===== src/rtl/i2s_receiver.sv =====
`timescale 1ns / 1ps
// i2s_receiver
//   Captures stereo PCM from an I2S serial stream (bclk/lrclk/sdata driven by
//   an external master) by oversampling the bus in the SoC clock domain, and
//   delivers left/right pairs through a first-word-fall-through frame FIFO
//   with a valid/ready handshake.
//
// Ports
//   clk            : SoC clock, at least 8x the bclk frequency
//   reset          : synchronous, active-high reset
//   bclk           : I2S bit clock (asynchronous input)
//   lrclk          : I2S word select, 0 = left slot, 1 = right slot
//   sdata          : I2S serial data, MSB first, one-bit delay after lrclk edge
//   frame_out_l    : left sample at the FIFO head (0 while empty)
//   frame_out_r    : right sample at the FIFO head (0 while empty)
//   valid          : FIFO non-empty
//   ready          : consumer takes the head frame when valid && ready
//   level          : FIFO fill count
//   locked         : a complete L/R frame has been captured since the last error
//   overflow_count : frames dropped on a full FIFO, saturating at 255
module i2s_receiver #(
  parameter int WIDTH       = 24,
  parameter int FIFO_DEPTH  = 4,
  parameter int SYNC_STAGES = 2
) (
  input  logic                          clk,
  input  logic                          reset,
  input  logic                          bclk,
  input  logic                          lrclk,
  input  logic                          sdata,
  output logic [WIDTH-1:0]              frame_out_l,
  output logic [WIDTH-1:0]              frame_out_r,
  output logic                          valid,
  input  logic                          ready,
  output logic [$clog2(FIFO_DEPTH):0]   level,
  output logic                          locked,
  output logic [7:0]                    overflow_count
);

  localparam int AW = $clog2(FIFO_DEPTH);
  localparam int CW = $clog2(WIDTH + 1);

  typedef enum logic [1:0] {
    WAIT_SYNC,
    SHIFT,
    DONE
  } state_t;

  function automatic logic [7:0] sat_inc8(input logic [7:0] v);
    return (v == 8'hFF) ? v : v + 8'd1;
  endfunction

  // ---- Stage p0: input synchronizers and bclk rising-edge detect ----
  logic [SYNC_STAGES-1:0] bclk_sync;
  logic [SYNC_STAGES-1:0] lr_sync;
  logic [SYNC_STAGES-1:0] sd_sync;
  logic                   bclk_d;
  logic                   bclk_s;
  logic                   lr_s;
  logic                   sd_s;
  logic                   bclk_rise;

  always_ff @(posedge clk) begin
    bclk_sync[0] <= bclk;
    lr_sync[0]   <= lrclk;
    sd_sync[0]   <= sdata;
    for (int i = 1; i < SYNC_STAGES; i++) begin
      bclk_sync[i] <= bclk_sync[i-1];
      lr_sync[i]   <= lr_sync[i-1];
      sd_sync[i]   <= sd_sync[i-1];
    end
    bclk_d <= bclk_sync[SYNC_STAGES-1];
  end

  assign bclk_s    = bclk_sync[SYNC_STAGES-1];
  assign lr_s      = lr_sync[SYNC_STAGES-1];
  assign sd_s      = sd_sync[SYNC_STAGES-1];
  assign bclk_rise = bclk_s & ~bclk_d;

  // ---- Stage p0: slot framing FSM and shift register ----
  state_t          state_q;
  state_t          state_d;
  logic            lr_prev;
  logic            primed;      // lr_prev holds a real sample taken after reset
  logic            slot_lr;     // which slot the word being assembled belongs to
  logic [CW-1:0]   bit_cnt;
  logic [WIDTH-1:0] shift_p0;
  logic            lr_change;
  logic            start_slot;
  logic            short_slot;
  logic            shift_en;
  logic            last_bit;

  assign lr_change = (lr_s != lr_prev);

  always_comb begin
    state_d    = state_q;
    start_slot = 1'b0;
    short_slot = 1'b0;
    shift_en   = 1'b0;
    last_bit   = 1'b0;
    if (bclk_rise) begin
      unique case (state_q)
        WAIT_SYNC: begin
          // The rise that shows the lrclk change is the I2S delay bit.
          if (primed && lr_change) begin
            state_d    = SHIFT;
            start_slot = 1'b1;
          end
        end
        SHIFT: begin
          if (lr_change) begin
            short_slot = 1'b1;
            start_slot = 1'b1;
          end else begin
            shift_en = 1'b1;
            if (bit_cnt == CW'(WIDTH - 1)) begin
              state_d  = DONE;
              last_bit = 1'b1;
            end
          end
        end
        DONE: begin
          if (lr_change) begin
            state_d    = SHIFT;
            start_slot = 1'b1;
          end
        end
        default: state_d = WAIT_SYNC;
      endcase
    end
  end

  // ---- Stage p1: word commit (left hold / right pairing) ----
  logic             vld_p1;
  logic [WIDTH-1:0] hold_l;
  logic             left_ok;
  logic             push;

  always_ff @(posedge clk) begin
    if (reset) begin
      state_q <= WAIT_SYNC;
      lr_prev <= 1'b0;
      primed  <= 1'b0;
      slot_lr <= 1'b0;
      bit_cnt <= '0;
      vld_p1  <= 1'b0;
      left_ok <= 1'b0;
      locked  <= 1'b0;
    end else begin
      state_q <= state_d;
      vld_p1  <= last_bit;
      if (bclk_rise) begin
        lr_prev <= lr_s;
        primed  <= 1'b1;
      end
      if (start_slot) begin
        bit_cnt <= '0;
        slot_lr <= lr_s;
      end else if (shift_en) begin
        bit_cnt <= bit_cnt + 1'b1;
      end
      // A commit cycle never coincides with a bclk rise, so short-slot
      // detection and commit are mutually exclusive.
      if (short_slot) begin
        left_ok <= 1'b0;
        locked  <= 1'b0;
      end else if (vld_p1) begin
        if (!slot_lr) begin
          left_ok <= 1'b1;
        end else if (left_ok) begin
          left_ok <= 1'b0;
          locked  <= 1'b1;
        end
      end
    end
  end

  // Partial words must not survive a reset, so the data path is cleared too.
  always_ff @(posedge clk) begin
    if (reset) begin
      shift_p0 <= '0;
      hold_l   <= '0;
    end else begin
      if (shift_en) shift_p0 <= {shift_p0[WIDTH-2:0], sd_s};
      if (vld_p1 && !slot_lr) hold_l <= shift_p0;
    end
  end

  assign push = vld_p1 && slot_lr && left_ok;

  // ---- Stage p2: frame FIFO (first-word-fall-through) ----
  logic [2*WIDTH-1:0] mem [FIFO_DEPTH];
  logic [AW-1:0]      wr_ptr;
  logic [AW-1:0]      rd_ptr;
  logic [AW:0]        count;
  logic               full;
  logic               pop;
  logic               wr_en;
  logic               drop;
  logic [2*WIDTH-1:0] head;

  assign full  = (count == (AW+1)'(FIFO_DEPTH));
  assign valid = (count != '0);
  assign pop   = valid && ready;
  // A same-cycle pop frees the slot the push needs.
  assign wr_en = push && (!full || pop);
  assign drop  = push && full && !pop;

  always_ff @(posedge clk) begin
    if (wr_en) mem[wr_ptr] <= {hold_l, shift_p0};
  end

  always_ff @(posedge clk) begin
    if (reset) begin
      wr_ptr         <= '0;
      rd_ptr         <= '0;
      count          <= '0;
      overflow_count <= 8'd0;
    end else begin
      if (wr_en) wr_ptr <= wr_ptr + 1'b1;
      if (pop)   rd_ptr <= rd_ptr + 1'b1;
      unique case ({wr_en, pop})
        2'b10:   count <= count + 1'b1;
        2'b01:   count <= count - 1'b1;
        default: count <= count;
      endcase
      if (drop) overflow_count <= sat_inc8(overflow_count);
    end
  end

  assign head        = mem[rd_ptr];
  assign frame_out_l = valid ? head[2*WIDTH-1:WIDTH] : '0;
  assign frame_out_r = valid ? head[WIDTH-1:0]       : '0;
  assign level       = count;

endmodule


===== config.mk =====
export PLATFORM = sky130hd
export DESIGN_NAME = i2s_receiver
export DESIGN_NICKNAME = d
export VERILOG_FILES = /design/src/rtl/i2s_receiver.sv
export SDC_FILE = /design/constraint.sdc
export NUM_CORES = 1
export LEC_CHECK = 0
export ABC_AREA = 1
export CAP_MARGIN = 0
export CELL_PAD_IN_SITES_DETAIL_PLACEMENT = 0
export CELL_PAD_IN_SITES_GLOBAL_PLACEMENT = 2
export CORE_MARGIN = 5
export CORE_UTILIZATION = 39
export CTS_BUF_LIST = sky130_fd_sc_hd__clkbuf_4 sky130_fd_sc_hd__clkbuf_8 sky130_fd_sc_hd__clkbuf_16
export DETAILED_ROUTE_END_ITERATION = 10
export GPL_ROUTABILITY_DRIVEN = 1
export GPL_TIMING_DRIVEN = 0
export PLACE_DENSITY_LB_ADDON = 0.2
export SYNTH_ARGS = -nofsm -noshare
export SYNTH_HDL_FRONTEND = slang
export SYNTH_SLANG_ARGS = --single-unit

===== constraint.sdc =====
create_clock -name clk -period 4.5 [get_ports clk]
set_clock_uncertainty 0.15 [all_clocks]
set_input_delay 0.675 -clock clk [delete_from_list [all_inputs] [get_ports clk]]
set_output_delay 0.675 -clock clk [all_outputs]
set_load 0.01 [all_outputs]

==> Yosys cells after proc, flatten, opt, wreduce, memory -nomap -nowiden <==
Memories as Yosys holds them, arrays and structs flattened. A register that Yosys moved wholly into a read port is not among the register bits.
Cells that the tools add are included.
Widths: inputs -> output; s select.
{ "word_totals": {"output_inout_bits": 61, "wordCells": 87, "mem_count": 1, "inputBits": 6, "ramBits": 192, "reg_bits": 83} }
{ "op_classes": {"n_reduce_logical": 22, "eq_ne": 12, "n_bitwise": 5, "add_sub_neg": 6, "muxes": 23} }
{ "memory_table": {"columns": ["name", "words", "width", "read_ports", "rd_clocked_by_memory_dff", "wr", "line", "source"], "rows": [
  ["mem", 4, 48, 1, 1, 1, "193", "logic [2*WIDTH-1:0] mem [FIFO_DEPTH];"]
]} }
{ "op_table": {"columns": ["operator", "n"], "rows": [
  ["$mux 24", 2],
  ["$mux 1", 12],
  ["$mux 2", 6],
  ["$add 8x1->8 const B", 1],
  ["$eq 8x8->1 const B", 1],
  ["$logic_and 1x1->1", 8],
  ["$ne 2x2->1 const B", 4],
  ["$pmux 2 s3", 1],
  ["$pmux 3 s2", 1],
  ["$reduce_or 2->1", 3],
  ["$add 5x1->5 const B", 1],
  ["$eq 5x5->1 const B", 1],
  ["$reduce_and 5->1", 1],
  ["$add 2x1->2 const B", 2],
  ["$eq 2x1->1 const B", 2],
  ["$eq 2x2->1 const B", 2],
  ["$not 1->1", 4],
  ["$reduce_or 4->1", 1],
  ["$add 3x1->3 const B", 1],
  ["$eq 3x3->1 const B", 1],
  ["$logic_not 1->1", 3],
  ["$reduce_and 3->1", 1],
  ["$reduce_bool 3->1", 1],
  ["$sub 3x1->3 const B", 1],
  ["other kinds (7)", 7]
]} }

==> Depth between registers and ports, before layout <==
{ "logic_depth": {"word_depth": 6, "ltp_mapped": 11, "depth_no_buf": 11} }

==> Worst setup path after synthesis <==
OpenSTA, ideal clock, no wires.
{ "synth_timing": {"path_kind": "input port to flip-flop", "startpoint": "input port ready", "endpoint": "memory mem[0][0] (netlist bit) (enable)", "setup_ps": 454, "arrival_time_ps": 2908, "t_required_ps": 3896, "n_path_buf": 0, "setup_slack_ps": 989, "stages": 4, "path_cell_list": "nor2_2 nand2_4 nand2_4 nor2_1"} }
{ "synth_via": {"elab_chain_cells": 5} }
{ "synth_lines": {"columns": ["item", "line", "source"], "rows": [
  ["start: declaration", "34", "input logic ready,"],
  ["$logic_and 1x1->1", "205", "assign pop = valid && ready;"],
  ["$logic_or 1x1->1", "207", "assign wr_en = push && (!full || pop);"],
  ["$logic_and 1x1->1", "207", null],
  ["$mux 1", "211", "if (wr_en) mem[wr_ptr] <= {hold_l, shift_p0};"],
  ["$mux 1 (not written as such)", "211", null],
  ["end: declaration", "193", null]
]} }
Every way passes these cells.

==> impl_metrics.yaml <==
logic_synthesis:
  netlist_area_um2: 10900
  syn-mean-instance-area_um2: 10.7
  yosysTopAreaCell: "edfxtp_1"
  synth_edf_count: 192
  yosysUniqueCellTypes: 34
  netlist_instances: 1017
  synth_top_area_share_pct: 52.9
  yosys.cell_count.top_type: "nor2_1"
  synthArstFlopShare_pct: 0
  yosys_warnings: 0
  syn_nets: 1035
  yosysSeqAreaShare_pct: 68.5
  synth.area.top_cells: "edfxtp_1 (53%), dfxtp_1 (16%), nor2_1 (11%)"
  synth-main-ff-cell: "edfxtp_1"
  synth-seq-cells: 277
  synth_commonest_cells: "nor2_1 (313), edfxtp_1 (192), o21ai_0 (107)"
placement:
  gp_congestion: 0.734
  hpwlAfterDp_um: 17500
  io_buffer_count: 65
worst_setup_path:
  arrival_ps: 2710
  crit_buf_inv: 4
  endpoint_kind: "primary output"
  crit_cells: 6
  timing.critical_path.cells: "buf_4, inv_2, clkbuf_1, o21ai_0, a21oi_1, clkdlybuf4s50_1"
  cp_slowest_cell: "clkdlybuf4s50_1"
  rr_worst_depth: 6
  reg2reg_setup_slack_ps: 2310
  r2r_end: "mem[3][44]"
  crit_path_start_kind: "register"
  critPathMaxFanout: 10
  critPathTopFamily: "buffers and inverters"
  required_ps: 3670
  path_class: "register to primary output"
  rr_startpoint: "vld_p1"
  slowest_delay_ps: 590
  critPathCapture: "frame_out_r[2]"
global_routing:
  antenna_found_initial: 0
  grt_start_max_net_pins: 27
  gr-total-overflow: 0
  grt.total_usage_pct: 17.1
  grt_pass1_vias: 7102
  grt_pass1_wl_um: 41400
floorplan:
  fp.dieH_um: 177
  die-area_um2: 31400
  start_util_pct: 39.4
  io_pins: 67
  die_w_um: 177
  rows: 61
  core_um2: 27700
detailed_routing:
  dr.max_layer_used: "met4"
  wl_um: 26500
  route.detailed.drc: 0
  ant_nets: 0
  dr.pass1.iters: 5
  met2_length_um: 12800
  via_per_inst: 4.80
  routed-wl-met3_um: 1400
  drt-met1-wl_um: 12000
  drt_iter0_drc: 477
  wire_per_inst_um: 17.4
  via_count: 7324
sta:
  post-route-min-period_ps: 3530
  slew_headroom_pct: 56.0
  grt_setup_unrepaired: "false"
  setup_viol: 0
  fmax_mhz: 283
  finalHoldViolations: 0
  worst_slew_pin_slew_ps: 659
  slew_violations: 0
  fin_crit_sh_pct: 78.5
power_and_ir_drop:
  p_leak_nw: 4.64
  ir_worst_vdd_uv: 396
  powerDensity_nw_per_um2: 568
  total_power_mw: 7.55
cts:
  clk_pin_slew_worst_paths_ps: 60
  htreeDepth: 1
  numCtsBuffers: 31
  cts_resized: 0
  cts_sinks: 277
  clock_latency_ps: 550
  cts_hold_buf: 0
  cts_tree: "yes"
  cts_setup_buffers: 0
  cts.path.max_buffers: 3
  cts-root-buf: "clkbuf_16"
cells_and_area:
  nNetsFinal: 1141
  syn_to_final_growth_pct: 21.8
  layout-drive-gt1-share_pct: 11.8
  final_core_util_pct: 47.9
  antenna-diode-count: 0
min_path:
  hold_class: "register to register"
outcome:
  outcome: "finished, final reports clean"
job:
  max-cap-violations: 0
through the flow:
stage	worst slack, ps	hold slack (ps)	setup TNS [ps]	area [µm²]	cells
after floorplan	989	160	0	10900	1017
after global placement	-1600	161	-281880	12000	1460
after detailed placement	1460	162	0	12300	1468
after CTS	870	176	0	13300	1526
after global routing	771	183	0	13300	1526
final	968	175	0	13300	1526
flip-flops by register name, summed over array words and instances (netlist names), 3 cells and up, named ones only:
signal and count:
hold_l 24, bit_cnt 5, shift_p0 24, level 3, mem 192, overflow_count 8
power by group:
group / leakage (nW) / switching (mW) / total [mW] / internal, mW
Clock: 0.512 / 1.01 / 2.49 / 1.48
Sequential: 2.38 / 0.0284 / 2.75 / 2.72
Combinational: 1.75 / 1.33 / 2.31 / 0.979
Total: 4.64 / 2.37 / 7.55 / 5.18
logic make-up (layout without fill, tap and decap cells):
| group | after synthesis | in the layout | share of synthesized area, % |
|---|---|---|---|
| AND/OR/NAND/NOR | 405 | 405 | 15.2 |
| flip-flops | 277 | 277 | 68.5 |
| AO/OA/AOI/OAI | 224 | 224 | 10.3 |
| buffers and inverters | 95 | 226 | 4.23 |
| adder cells (fa/ha/maj) | 12 | 12 | 1.45 |
| XOR/XNOR | 4 | 4 | 0.321 |
worst register-to-register path, stage by stage (launching register included):
cell      delay (ps)
dfxtp_1          370
nand3_2          170
clkinv_2         120
nand2_4          130
nor2_4           510
buf_16           250
buf_16           200
cell usage in the layout (no fill, tap or decap), drive strengths merged, types with 6 or more instances in the layout:
| cell type | instances |
|---|---|
| o21ai | 155 |
| nand3 | 13 |
| nand4 | 6 |
| clkinv | 17 |
| a21oi | 69 |
| clkbuf | 52 |
| buf | 43 |
| dfxtp | 85 |
| nand2 | 60 |
| nor2 | 319 |
| ha | 11 |
| clkdlybuf4s50 | 65 |
| edfxtp | 192 |
| inv | 43 |
worst min path at each step:
stage | depth (start not counted) | slack, ps | to | startpoint
after global routing | 0 | 180 | sd_sync[1] | sd_sync[0]
final | 0 | 180 | sd_sync[1] | sd_sync[0]
after floorplan | 0 | 160 | bclk_sync[1] | bclk_sync[0]
after global placement | 0 | 160 | bclk_sync[1] | bclk_sync[0]
after CTS | 0 | 180 | bclk_sync[1] | bclk_sync[0]
after detailed placement | 0 | 160 | bclk_sync[1] | bclk_sync[0]
metal layers:
layer  vias up  track usage (%)
met5         -                0
li1       3681                -
met1      3468             23.5
met3        33             2.91
met2       142             28.6
met4         0             3.55
layout make-up:
class                   instances  area (µm²)
well taps                     378         473
flip-flops and latches        277        7470
inverters                      43         170
multi-input cells             645        3010
fillers                      2595       14400
clock inverters                23         206
repair buffers                 73         848
plain buffers                  52         292
clock buffers                  35         818
(Power assumes the default switching activity.)
